### config.mk
export PLATFORM = sky130hd
export DESIGN_NAME = button_reader
export DESIGN_NICKNAME = d
export VERILOG_FILES = /design/src/rtl/button_reader_pkg.sv /design/src/rtl/btn_debounce_cell.sv /design/src/rtl/button_reader.sv
export SDC_FILE = /design/constraint.sdc
export NUM_CORES = 1
export LEC_CHECK = 0
export BUFFER_PORTS_ARGS = -buffer_cell sky130_fd_sc_hd__buf_2
export CAP_MARGIN = 15
export CORE_MARGIN = 10
export CORE_UTILIZATION = 37
export CTS_BUF_LIST = sky130_fd_sc_hd__clkbuf_8
export DETAILED_ROUTE_END_ITERATION = 10
export PLACE_DENSITY = 0.56
export SLEW_MARGIN = 30
export SYNTH_ARGS = -nofsm -noshare
export SYNTH_HDL_FRONTEND = slang
export SYNTH_SLANG_ARGS = --single-unit
export TNS_END_PERCENT = 1
### constraint.sdc
create_clock -name clk -period 10.7 [get_ports clk]
set_input_delay 1.605 -clock clk [delete_from_list [all_inputs] [get_ports clk]]
set_output_delay 1.605 -clock clk [all_outputs]
set_load 0.1 [all_outputs]
### src/rtl/button_reader_pkg.sv
// Shared types and defaults for the button reader.
// Holds the per-button FSM encoding and the default timing constants.
package button_reader_pkg;

    typedef enum logic [1:0] {
        IDLE         = 2'd0,
        PRESS_WAIT   = 2'd1,
        PRESSED      = 2'd2,
        RELEASE_WAIT = 2'd3
    } btn_state_e;

    localparam logic [31:0] DEBOUNCE_CYCLES_DEF = 32'd1000000;
    localparam logic [31:0] LONG_CYCLES_DEF     = 32'd50000000;
    localparam logic [31:0] CNT_MAX             = 32'hFFFF_FFFF;

endpackage

### src/rtl/btn_debounce_cell.sv
// One button: 2-flop synchronizer, debounce FSM, long-press timer
// and registered level/press/release/long outputs.
module btn_debounce_cell
    import button_reader_pkg::*;
#(
    parameter logic [31:0] DEBOUNCE_CYCLES = DEBOUNCE_CYCLES_DEF,
    parameter logic [31:0] LONG_CYCLES     = LONG_CYCLES_DEF
) (
    input  logic clk,
    input  logic rst,
    input  logic btn_i,
    output logic level_o,
    output logic press_o,
    output logic release_o,
    output logic long_o
);

    logic [1:0]  sync_q;
    logic        synced;
    btn_state_e  state_q;
    logic [31:0] deb_q;
    logic [31:0] hold_q;
    logic        level_q;
    logic        press_q;
    logic        release_q;
    logic        long_q;

    always_ff @(posedge clk or posedge rst) begin
        if (rst) begin
            sync_q <= 2'b00;
        end else begin
            sync_q <= {sync_q[0], btn_i};
        end
    end

    assign synced = sync_q[1];

    always_ff @(posedge clk or posedge rst) begin
        if (rst) begin
            state_q   <= IDLE;
            deb_q     <= '0;
            hold_q    <= '0;
            level_q   <= 1'b0;
            press_q   <= 1'b0;
            release_q <= 1'b0;
            long_q    <= 1'b0;
        end else begin
            press_q   <= 1'b0;
            release_q <= 1'b0;
            long_q    <= 1'b0;
            case (state_q)
                IDLE: begin
                    if (synced) begin
                        state_q <= PRESS_WAIT;
                        deb_q   <= '0;
                    end
                end
                PRESS_WAIT: begin
                    if (!synced) begin
                        state_q <= IDLE;
                    end else if (deb_q == DEBOUNCE_CYCLES - 32'd1) begin
                        state_q <= PRESSED;
                        press_q <= 1'b1;
                        level_q <= 1'b1;
                        hold_q  <= '0;
                    end else begin
                        deb_q <= deb_q + 32'd1;
                    end
                end
                PRESSED: begin
                    if (!synced) begin
                        state_q <= RELEASE_WAIT;
                        deb_q   <= '0;
                    end else if (hold_q != CNT_MAX) begin
                        // equality fires once, so one long pulse per press
                        hold_q <= hold_q + 32'd1;
                        long_q <= (hold_q == LONG_CYCLES - 32'd1);
                    end
                end
                RELEASE_WAIT: begin
                    if (synced) begin
                        state_q <= PRESSED;
                    end else if (deb_q == DEBOUNCE_CYCLES - 32'd1) begin
                        state_q   <= IDLE;
                        release_q <= 1'b1;
                        level_q   <= 1'b0;
                    end else begin
                        deb_q <= deb_q + 32'd1;
                    end
                end
                default: state_q <= IDLE;
            endcase
        end
    end

    assign level_o   = level_q;
    assign press_o   = press_q;
    assign release_o = release_q;
    assign long_o    = long_q;

endmodule

### src/rtl/button_reader.sv
// Debounced multi-button reader with press/release/long-press events
// and a wrapping 8-bit count of accepted presses.
module button_reader
    import button_reader_pkg::*;
#(
    parameter int          N_BTN           = 4,
    parameter logic [31:0] DEBOUNCE_CYCLES = DEBOUNCE_CYCLES_DEF,
    parameter logic [31:0] LONG_CYCLES     = LONG_CYCLES_DEF
) (
    input  logic             clk,
    input  logic             rst,
    input  logic [N_BTN-1:0] btn_in,
    output logic [N_BTN-1:0] btn_level,
    output logic [N_BTN-1:0] btn_press,
    output logic [N_BTN-1:0] btn_release,
    output logic [N_BTN-1:0] btn_long,
    output logic [7:0]       press_count
);

    logic [7:0] press_inc;
    logic [7:0] count_q;
    logic [7:0] count_d;

    for (genvar g = 0; g < N_BTN; g++) begin : g_cell
        btn_debounce_cell #(
            .DEBOUNCE_CYCLES(DEBOUNCE_CYCLES),
            .LONG_CYCLES    (LONG_CYCLES)
        ) u_cell (
            .clk      (clk),
            .rst      (rst),
            .btn_i    (btn_in[g]),
            .level_o  (btn_level[g]),
            .press_o  (btn_press[g]),
            .release_o(btn_release[g]),
            .long_o   (btn_long[g])
        );
    end

    always_comb begin
        press_inc = '0;
        for (int i = 0; i < N_BTN; i++) begin
            press_inc = press_inc + {7'd0, btn_press[i]};
        end
        count_d = count_q + press_inc;
    end

    always_ff @(posedge clk or posedge rst) begin
        if (rst) begin
            count_q <= '0;
        end else begin
            count_q <= count_d;
        end
    end

    assign press_count = count_q;

endmodule

==> metrics.yaml <==
crit_required_ns: 9.10
final_nets: 1800
finalSetupViolations: 0
synth-async-reset-ratio_pct: 100.0
antenna_left: 0
setup_tns_ns: 0
cts_hold_buf: 0
dieArea_mm2: 0.05178
synth_xor_area_share_pct: 6.320
antenna_found_initial: 1
drcViolationCount: 0
use_met1_pct: 19.89
maxCapViolCount: 0
drive_above_1_share_pct: 9.141
cts_tree: "done"
start_util_pct: 37.74
reg2reg_from: "g_cell[1].u_cell.hold_q[0]$_DFFE_PP0P_"
yosys.area_share.simple_pct: 27.64
via_count: 13171
vdd_ir_drop_max_mv: 0.1296
outcome: "finished clean"
total_power_w: 0.002582
r2r_cells: 7
rsz0062_at_grt: "false"
min-delay-path-class: "reg -> reg"
fin_area_mm2: 0.01761
synth_fa_ha_area_share_pct: 1.397
preCtsSetupSlack_ns: 6.494
io_pins: 30
fin_crit_ns: 3.119
p_per_area_mw_per_mm2: 146.6
r2r_slack_ns: 7.66
cp-end-kind: "output pin"
slowest_delay_ns: 0.46
synth_compound_area_share_pct: 13.55
ys_types: 79
gp_congestion: 0.8003
fin_util_pct: 41.71
wl_per_cell_um: 15.59
rows: 75
clock-root-buffer: "clkbuf_8"
top_usage_layer: "met2"
holdPathEnd: "g_cell[2].u_cell.sync_q[1]$_DFF_PP0_"
max_slew_margin_pct: 38.10
synth_top_family_by_area: "simple AND/OR/NAND/NOR gates"
grt_max_degree: 94
grtUsageMet2_pct: 21.91
hold_viol: 0
htreeDepth: 2
syn_to_final_growth_pct: 10.51
holdPathStages: 0
wirelength_um: 36720
rr_endpoint: "g_cell[1].u_cell.hold_q[30]$_DFFE_PP0P_"
worst_slack_ns: 7.581
grt.total_usage_pct: 14.33
critPathSlowestCell: "buf_2"
clock_path_buffers: 3
crit_chain: "buf_2"
cp_top_family: "buffers and inverters"
yosys_warnings: 0
start_kind: "flip-flop"
fmax_mhz: 320.6
place_area_mm2: 0.01648
cts_setup_buffers: 0
cts-buffers-inserted: 54
cts_sinks: 296
grt-ovfl-total: 0
die_h_um: 227.5
core_mm2: 0.04223
grt_pass1_vias: 12605
die_w_um: 227.5
period_share_pct: 29.15
fill_cells: 4169
firstDrtPassIters: 5
place_hpwl_um: 23800
met3_usage_pct: 2.677
clkLatencyLatePin_ns: 0.64
hp-start: "g_cell[2].u_cell.sync_q[0]$_DFF_PP0_"
ys_ff_latch: 296
avgViaCountPerCell: 5.593
path_class: "reg -> out"
grt_pass1_wl_um: 62780
antenna_cells: 0
seq_area_frac_synth_pct: 46.48
synth-main-ff-cell: "dfrtp_1"
cts.repair.resized: 0
drv_slew: 0
crit_path_max_fanout: 5
netlist_area_mm2: 0.01594
drt_iter0_drc: 940
clkTransAtPathRegs_ns: 0.07
critPathArrivalTime_ns: 1.51
syn_nets: 1790
syn_inst: 1768
syn_avg_cell_area_um2: 9.015
synth_edf_count: 0
max_slew.worst_pin.slew_ns: 0.9200
synthMuxAreaShare_pct: 0.7222
critPathBufInv: 1
io_buffers: 29
fin_worst_skew_ns: 0.02950
power.static_leakage_nw: 7.423
-- through the flow --
step                      std cells  hold WS, ns
after detailed placement       2261       0.3372
after global routing           2355       0.3631
after floorplan                1768       0.3312
final                          2355       0.3482
after global placement         2261       0.3343
after CTS                      2355       0.3500
-- placed cells by master, fill, tap and decap left out, types with 5 or more instances in the layout --
cell and n:
ha_1 13, nor2b_1 15, nor2_1 183, or4_1 13, nor4b_1 17, a22o_1 13, clkinv_2 6, a31oi_1 31
and2_1 16, o22ai_1 5, o21a_1 7, nand4_1 74, or3_1 33, clkbuf_8 71, or2_2 7, a21o_1 11
a21oi_1 58, buf_4 12, nand3_1 110, and4_1 24, nor3b_1 8, xor2_1 56, nor4_2 5, nand2_1 162
buf_2 29, nor4_1 37, inv_1 57, xnor2_1 59, nor3_1 57, nand2b_1 10, o21ai_0 154, dfrtp_1 296
mux2i_1 7, o211ai_1 7, o31ai_1 32, and3_1 43
-- Yosys cell counts (5+ instances only) --
| cell type | instances | share of area [%] |
|---|---|---|
| nand3_1 | 110 | 3.5 |
| buf_2 | 12 | 0.38 |
| ha_1 | 13 | 1.0 |
| o22ai_1 | 5 | 0.20 |
| or3_1 | 33 | 1.3 |
| nor2_1 | 186 | 4.4 |
| nand2b_1 | 10 | 0.39 |
| a31oi_1 | 33 | 1.3 |
| clkbuf_1 | 52 | 1.2 |
| nor4b_1 | 17 | 0.93 |
| o211ai_1 | 7 | 0.33 |
| xnor2_1 | 59 | 3.2 |
| dfrtp_1 | 296 | 46 |
| nor3b_1 | 8 | 0.38 |
| nor3_1 | 59 | 1.9 |
| and2_1 | 16 | 0.63 |
| and3_1 | 43 | 1.7 |
| xor2_1 | 56 | 3.1 |
| a21oi_1 | 59 | 1.9 |
| or2_2 | 7 | 0.27 |
| o21ai_0 | 154 | 4.8 |
| inv_1 | 45 | 1.1 |
| o31ai_1 | 32 | 1.5 |
| a22o_1 | 13 | 0.71 |
| buf_4 | 18 | 0.85 |
| nor4_1 | 39 | 1.5 |
| nor2b_1 | 15 | 0.59 |
| nand4_1 | 74 | 2.9 |
| or4_1 | 13 | 0.61 |
| a21o_1 | 11 | 0.52 |
| nand2_1 | 162 | 3.8 |
| and4_1 | 24 | 1.3 |
| o21a_1 | 7 | 0.33 |
| mux2i_1 | 7 | 0.44 |
-- flip-flops by register name, indices dropped and copies added, names as in the netlist, named ones only --
register                 flops
g_cell.u_cell.hold_q       128
g_cell.u_cell.long_o         4
g_cell.u_cell.sync_q         8
g_cell.u_cell.press_o        4
press_count                  8
g_cell.u_cell.release_o      4
g_cell.u_cell.deb_q        128
g_cell.u_cell.state_q        4
g_cell.u_cell.level_o        4
-- where the power goes --
part / internal, W / switching, W / leakage, nW
clock: 0.000614 / 0.000491 / 0.627
sequential: 0.00114 / 0.0000230 / 4.10
combinational: 0.0000756 / 0.000239 / 2.70
-- logic make-up (layout without fill, tap and decap cells) --
group | count (synthesis) | count (layout)
fa+ha+maj | 16 | 16
mux | 11 | 11
flops | 296 | 296
buf+inv | 134 | 182
simple gates | 840 | 840
xor+xnor | 115 | 115
compound gates | 356 | 356
-- metal layers --
metal	wire [um]	vias up	part of all wire, %
met3	1556	59	4.2
met1	18260	6477	50
li1	-	6438	-
met4	804	0	2.2
met5	0	-	0
met2	16100	197	44
-- how the worst max path moves through the flow --
stage               slack [ns]                                 endpoint                              startpoint  cells past startpoint
floorplan                 0.92               asynchronous set/reset pin                                     rst                      1
global placement          6.50   g_cell[3].u_cell.deb_q[12]$_DFFE_PP0P_                                     rst                      4
detailed placement        6.49   g_cell[2].u_cell.deb_q[22]$_DFFE_PP0P_                                     rst                      4
CTS                       7.19   g_cell[2].u_cell.deb_q[15]$_DFFE_PP0P_                                     rst                      4
global route              7.33  g_cell[1].u_cell.hold_q[11]$_DFFE_PP0P_  g_cell[1].u_cell.hold_q[0]$_DFFE_PP0P_                      7
finish                    7.58                           press_count[3]                press_count[3]$_DFF_PP0_                      1
-- layout make-up --
class	count	area [um^2]	share of cell area, %
clock buffer	71	977.2	5.548
clock inverter	23	133.9	0.7601
inverter	45	176.4	1.002
multi-input combinational	1338	7986	45.34
sequential	296	7407	42.05
tap	539	674.4	3.829
timing repair buffer	43	257.7	1.463
No activity file was read; power rests on OpenSTA's default activity.
